===== src/rtl/keypad_pkg.sv =====
// Shared constants, row-state type and helpers for the 4x4 keypad matrix scanner.
// Includes the ghost-pattern check used when KEYPAD_GHOST_REJECT_EN is defined.
package keypad_pkg;

    localparam int NUM_ROWS = 4;
    localparam int NUM_COLS = 4;
    localparam int NUM_KEYS = 16;

    typedef enum logic [1:0] {
        ROW0 = 2'd0,
        ROW1 = 2'd1,
        ROW2 = 2'd2,
        ROW3 = 2'd3
    } row_state_t;

    function automatic logic [NUM_ROWS-1:0] row_drive(input row_state_t r);
        return ~(4'b0001 << r);
    endfunction

    function automatic logic [3:0] key_index(input logic [1:0] r, input logic [1:0] c);
        return 4'(r * NUM_COLS + c);
    endfunction

    // Two rows sharing two or more closed columns form a rectangle whose fourth corner is ambiguous.
    function automatic logic ghost_detect(input logic [NUM_KEYS-1:0] scan);
        logic                g;
        logic [NUM_COLS-1:0] common;
        g = 1'b0;
        for (int a = 0; a < NUM_ROWS; a++) begin
            for (int b = a + 1; b < NUM_ROWS; b++) begin
                common = scan[a*NUM_COLS +: NUM_COLS] & scan[b*NUM_COLS +: NUM_COLS];
                if ($countones(common) >= 2) begin
                    g = 1'b1;
                end
            end
        end
        return g;
    endfunction

endpackage


===== src/rtl/keypad_matrix_scanner_scan_tick_gen.sv =====
// Row-slot prescaler: tick is high on the last cycle of every CLK_DIV-cycle slot.
module scan_tick_gen
    import keypad_pkg::*;
#(
    parameter int CLK_DIV = 4
) (
    input  logic clk,
    input  logic rst,
    output logic tick
);

    localparam int             TW   = $clog2(CLK_DIV);
    localparam logic [TW-1:0]  LAST = TW'(CLK_DIV - 1);

    logic [TW-1:0] tick_cnt_r;

    // Free-running slot counter, wraps at CLK_DIV-1
    always_ff @(posedge clk or posedge rst) begin
        if (rst) begin
            tick_cnt_r <= '0;
        end else if (tick_cnt_r == LAST) begin
            tick_cnt_r <= '0;
        end else begin
            tick_cnt_r <= tick_cnt_r + TW'(1);
        end
    end

    assign tick = (tick_cnt_r == LAST);

endmodule


===== src/rtl/keypad_matrix_scanner.sv =====
// 4x4 keypad row scanner with whole-scan debounce; bit i of keys feeds key_i of the encoder.
// Optional macro KEYPAD_GHOST_REJECT_EN adds rectangle (ghost) rejection and the ghost output.
module keypad_matrix_scanner
    import keypad_pkg::*;
#(
    parameter int CLK_DIV        = 4,
    parameter int DEBOUNCE_SCANS = 3
) (
    input  logic                clk,
    input  logic                rst,
    input  logic [NUM_COLS-1:0] col_in,
    output logic [NUM_ROWS-1:0] row_out,
    output logic [NUM_KEYS-1:0] keys,
    output logic                key_valid,
    output logic                key_event
`ifdef KEYPAD_GHOST_REJECT_EN
   ,output logic                ghost
`endif
);

    localparam int            SW         = $clog2(DEBOUNCE_SCANS + 1);
    localparam logic [SW-1:0] STABLE_MAX = SW'(DEBOUNCE_SCANS - 1);

    logic                tick_s;
    row_state_t          row_state_r;
    row_state_t          row_next_s;
    logic [NUM_KEYS-1:0] raw_r;
    logic [NUM_KEYS-1:0] prev_raw_r;
    logic [SW-1:0]       stable_cnt_r;
    logic [SW-1:0]       stable_next_s;
    logic                scan_done_r;
    logic                ghosted_s;
    logic                update_s;

    scan_tick_gen #(.CLK_DIV(CLK_DIV)) u_tick (
        .clk  (clk),
        .rst  (rst),
        .tick (tick_s)
    );

    // Next row in the scan rotation
    always_comb begin
        row_next_s = ROW0;
        case (row_state_r)
            ROW0:    row_next_s = ROW1;
            ROW1:    row_next_s = ROW2;
            ROW2:    row_next_s = ROW3;
            ROW3:    row_next_s = ROW0;
            default: row_next_s = ROW0;
        endcase
    end

    // Row FSM: sample columns at slot end, then drive the next row
    always_ff @(posedge clk or posedge rst) begin
        if (rst) begin
            row_state_r <= ROW0;
            row_out     <= 4'b1110;
            raw_r       <= '0;
            scan_done_r <= 1'b0;
        end else begin
            scan_done_r <= 1'b0;
            if (tick_s) begin
                raw_r[key_index(row_state_r, 2'd0) +: NUM_COLS] <= ~col_in;
                row_state_r <= row_next_s;
                row_out     <= row_drive(row_next_s);
                scan_done_r <= (row_state_r == ROW3);
            end
        end
    end

    // Stability counting and update decision for the just-completed scan
    always_comb begin
        ghosted_s = 1'b0;
`ifdef KEYPAD_GHOST_REJECT_EN
        ghosted_s = ghost_detect(raw_r);
`endif
        if (ghosted_s || (raw_r != prev_raw_r)) begin
            stable_next_s = '0;
        end else if (stable_cnt_r == STABLE_MAX) begin
            stable_next_s = stable_cnt_r;
        end else begin
            stable_next_s = stable_cnt_r + SW'(1);
        end
        update_s = scan_done_r && !ghosted_s && (stable_next_s == STABLE_MAX) && (raw_r != keys);
    end

    // Debounced outputs, updated on the cycle after scan completion
    always_ff @(posedge clk or posedge rst) begin
        if (rst) begin
            prev_raw_r   <= '0;
            stable_cnt_r <= '0;
            keys         <= '0;
            key_valid    <= 1'b0;
            key_event    <= 1'b0;
`ifdef KEYPAD_GHOST_REJECT_EN
            ghost        <= 1'b0;
`endif
        end else begin
            key_event <= 1'b0;
            if (scan_done_r) begin
                prev_raw_r   <= raw_r;
                stable_cnt_r <= stable_next_s;
`ifdef KEYPAD_GHOST_REJECT_EN
                ghost        <= ghosted_s;
`endif
                if (update_s) begin
                    keys      <= raw_r;
                    key_valid <= |raw_r;
                    key_event <= |(raw_r & ~keys);
                end
            end
        end
    end

endmodule


===== config.mk =====
export PLATFORM = sky130hd
export DESIGN_NAME = keypad_matrix_scanner
export DESIGN_NICKNAME = d
export VERILOG_FILES = /design/src/rtl/keypad_pkg.sv /design/src/rtl/keypad_matrix_scanner_scan_tick_gen.sv /design/src/rtl/keypad_matrix_scanner.sv
export SDC_FILE = /design/constraint.sdc
export NUM_CORES = 1
export LEC_CHECK = 0
export CAP_MARGIN = 0
export CORE_MARGIN = 1.5
export CORE_UTILIZATION = 40
export DETAILED_ROUTE_END_ITERATION = 8
export SLEW_MARGIN = 20
export SYNTH_ARGS = -nofsm -noshare
export SYNTH_HDL_FRONTEND = slang
export SYNTH_SLANG_ARGS = --single-unit

===== constraint.sdc =====
create_clock -name clk -period 2 [get_ports clk]
set_input_delay 0.3 -clock clk [delete_from_list [all_inputs] [get_ports clk]]
set_output_delay 0.3 -clock clk [all_outputs]
set_load 0.005 [all_outputs]

==> impl_metrics.env <==
export IMPL_status="complete, but fails checks"
export IMPL_violations="negative setup slack"
export IMPL_ant_nets=0
export IMPL_critPathRequiredTime_ns=2.22
export IMPL_layout_commonest_cell="dfrtp_1"
export IMPL_rsz0062_at_grt="yes"
export IMPL_diodes=0
export IMPL_critical_path_class="reg -> reg"
export IMPL_die_h_microns=89.93
export IMPL_dp_cells=396
export IMPL_htree_num_levels=3
export IMPL_ys_seq_area_share_pct=50.62
export IMPL_die_w_microns=89.93
export IMPL_final_util_pct=52.87
export IMPL_worstMarginPinSlew_ns=0.5444
export IMPL_worst_hold_slack_ns=0.3171
export IMPL_insertion_delay_ns=0.34
export IMPL_cts_tree="yes"
export IMPL_synth_fp_nets=274
export IMPL_layout_common_cells="53 x dfrtp_1, 30 x buf_4, 27 x clkdlybuf4s50_1"
export IMPL_antenna_found_initial=0
export IMPL_hold_violations=0
export IMPL_cts_root_buf="clkbuf_8"
export IMPL_hpwl_mm=4.866
export IMPL_ys_ff_latch=61
export IMPL_firstDrtPassIters=4
export IMPL_clockBufferDepth=2
export IMPL_syn_area_sq_um=3023
export IMPL_drt_iter0_drc=77
export IMPL_cap_violations=0
export IMPL_wl_mm=6.480
export IMPL_hp_class="in -> async"
export IMPL_fin_area_sq_um=3855
export IMPL_place_area_sq_um=3638
export IMPL_start_util_pct=41.46
export IMPL_cts_made_buffers=9
export IMPL_finClkSkew_ns=0.009087
export IMPL_wl_per_cell_microns=15.69
export IMPL_synth_cells=244
export IMPL_powerDensity_nw_per_um2=636.9
export IMPL_stdcell_count=413
export IMPL_relSlewSlack_pct=63.71
export IMPL_synth_cell_types=32
export IMPL_ctsHoldBuffers=0
export IMPL_finalNetCount=339
export IMPL_p_leak_nw=1.681
export IMPL_final_setup_tns_ns=-0.07154
export IMPL_syn_area_per_cell_sq_um=12.39
export IMPL_setup_viol=7
export IMPL_coreArea_sq_um=7292
export IMPL_grt_pass1_vias=2058
export IMPL_grt_usage_pct=17.08
export IMPL_end_kind="flip-flop"
export IMPL_grt_max_degree=62
export IMPL_cts_sinks=61
export IMPL_timing_fmax_mhz=494.4
export IMPL_peakVddDrop_mv=0.4755
export IMPL_drive_gt1_share_pct=31.53
export IMPL_path_max_fanout=17
export IMPL_crit_path_start_kind="flip-flop"
export IMPL_clk_pin_slew_ns=0.08
export IMPL_critPathArrivalTime_ns=2.24
export IMPL_yosysWarnings=0
export IMPL_area_growth_pct=27.52
export IMPL_portBuffers=27
export IMPL_grt_pass1_wl_mm=10.73
export IMPL_die_area_sq_um=8087
export IMPL_vias_per_cell=5.027
export IMPL_fin_crit_sh_pct=101.1
export IMPL_num_rows=31
export IMPL_min_period_ns=2.023
export IMPL_via_count=2076
export IMPL_gp_congestion=0.8555
export IMPL_postLayoutSetupSlackWorst_ns=-0.02262
export IMPL_overflow=0
export IMPL_drc=0
export IMPL_pin_count=28
export IMPL_drv_slew=0
## critical path, stage by stage, from the launching register on
cell and delay [ns]:
dfrtp_2 0.47, xor2_1 0.18, nor4_1 0.30, nand2_1 0.17, nor3_4 0.24, buf_12 0.19, mux2_2 0.35
## flip-flops by register name (all words and copies together) (netlist names)
signal,cells
key_event,1
key_valid,1
keys,16
prev_raw_r,16
raw_r,16
row_out,4
row_state_r,2
scan_done_r,1
stable_cnt_r,2
u_tick.tick_cnt_r,2
## synthesized netlist by cell type (all sizes together)
master	count	area share, %
dfrtp	58	48
mux2	33	14
ha	24	9.9
inv	24	3.0
nand2	22	2.7
xor2	15	4.3
nor4	11	2.8
nor2	10	1.2
o41ai	10	3.1
nand4	6	1.4
a22o	5	1.4
buf	4	1.1
o31ai	4	0.99
dfstp	3	2.6
o21ai	3	0.50
nor3	2	0.70
o21a	2	0.50
and4	1	0.29
and4bb	1	0.41
clkbuf	1	0.12
mux2i	1	0.33
nand2b	1	0.21
nand3	1	0.17
nor2b	1	0.21
xnor2	1	0.29
## path summary, 6_finish.rpt
check	end	cells past startpoint	slack, ns	from
max	keys[3]$_DFFE_PP0P_	6	-0.02	raw_r[0]$_DFFE_PP0P_
min	row_out[0]$_DFFE_PP0P_	3	0.32	rst
max reg2reg	keys[3]$_DFFE_PP0P_	6	-0.02	raw_r[0]$_DFFE_PP0P_
min reg2reg	u_tick.tick_cnt_r[0]$_DFF_PP0_	1	0.44	u_tick.tick_cnt_r[0]$_DFF_PP0_
max in group asynchronous	row_out[1]$_DFFE_PP1P_	3	1.36	rst
min in group clk	u_tick.tick_cnt_r[0]$_DFF_PP0_	1	0.44	u_tick.tick_cnt_r[0]$_DFF_PP0_
## logic make-up (layout without fill, tap and decap cells)
family	count (synthesis)	after routing	synth area share [%]
AO/OA/AOI/OAI	24	24	6.581
XOR/XNOR	16	16	4.636
adder cells (fa/ha/maj)	24	24	9.934
buffers and inverters	29	99	4.180
flip-flops	61	61	50.62
multiplexers	34	34	13.87
AND/OR/NAND/NOR	56	56	10.18
## power by group
part / switching, mW / internal, mW
clock network: 0.513 / 0.449
logic: 0.0946 / 0.0945
registers: 0.0362 / 1.27
## timing repair
action	4_1_cts	5_1_grt
setup endpoints to repair	17	17
gates resized for setup	4	5
setup buffers	1	0
pin swaps	4	0
## layer usage
| layer | vias up | track usage (%) | part of all wire, % |
|---|---|---|---|
| li1 | 997 | - | - |
| met1 | 1025 | 23.83 | 49 |
| met2 | 48 | 26.40 | 46 |
| met3 | 6 | 4.315 | 4.6 |
| met4 | 0 | 4.762 | 0.79 |
| met5 | - | 0 | 0 |
## through the flow
stage	setup WS (ns)	power, mW
finish	-0.02262	2.455
global placement	-0.06643	1.513
CTS	-0.03303	2.487
detailed placement	-0.06168	1.515
floorplan	0.02582	1.414
global route	-0.09300	2.572
## layout make-up
| class | instances | area, sq um |
|---|---|---|
| inverter | 24 | 90.09 |
| timing repair buffer | 59 | 535.5 |
| clock inverter | 7 | 52.55 |
| fill | 685 | 3437 |
| tap | 99 | 123.9 |
| clock buffer | 9 | 123.9 |
| multi-input combinational | 154 | 1393 |
| sequential | 61 | 1536 |
Note: power is estimated with default switching activity, not from simulation.
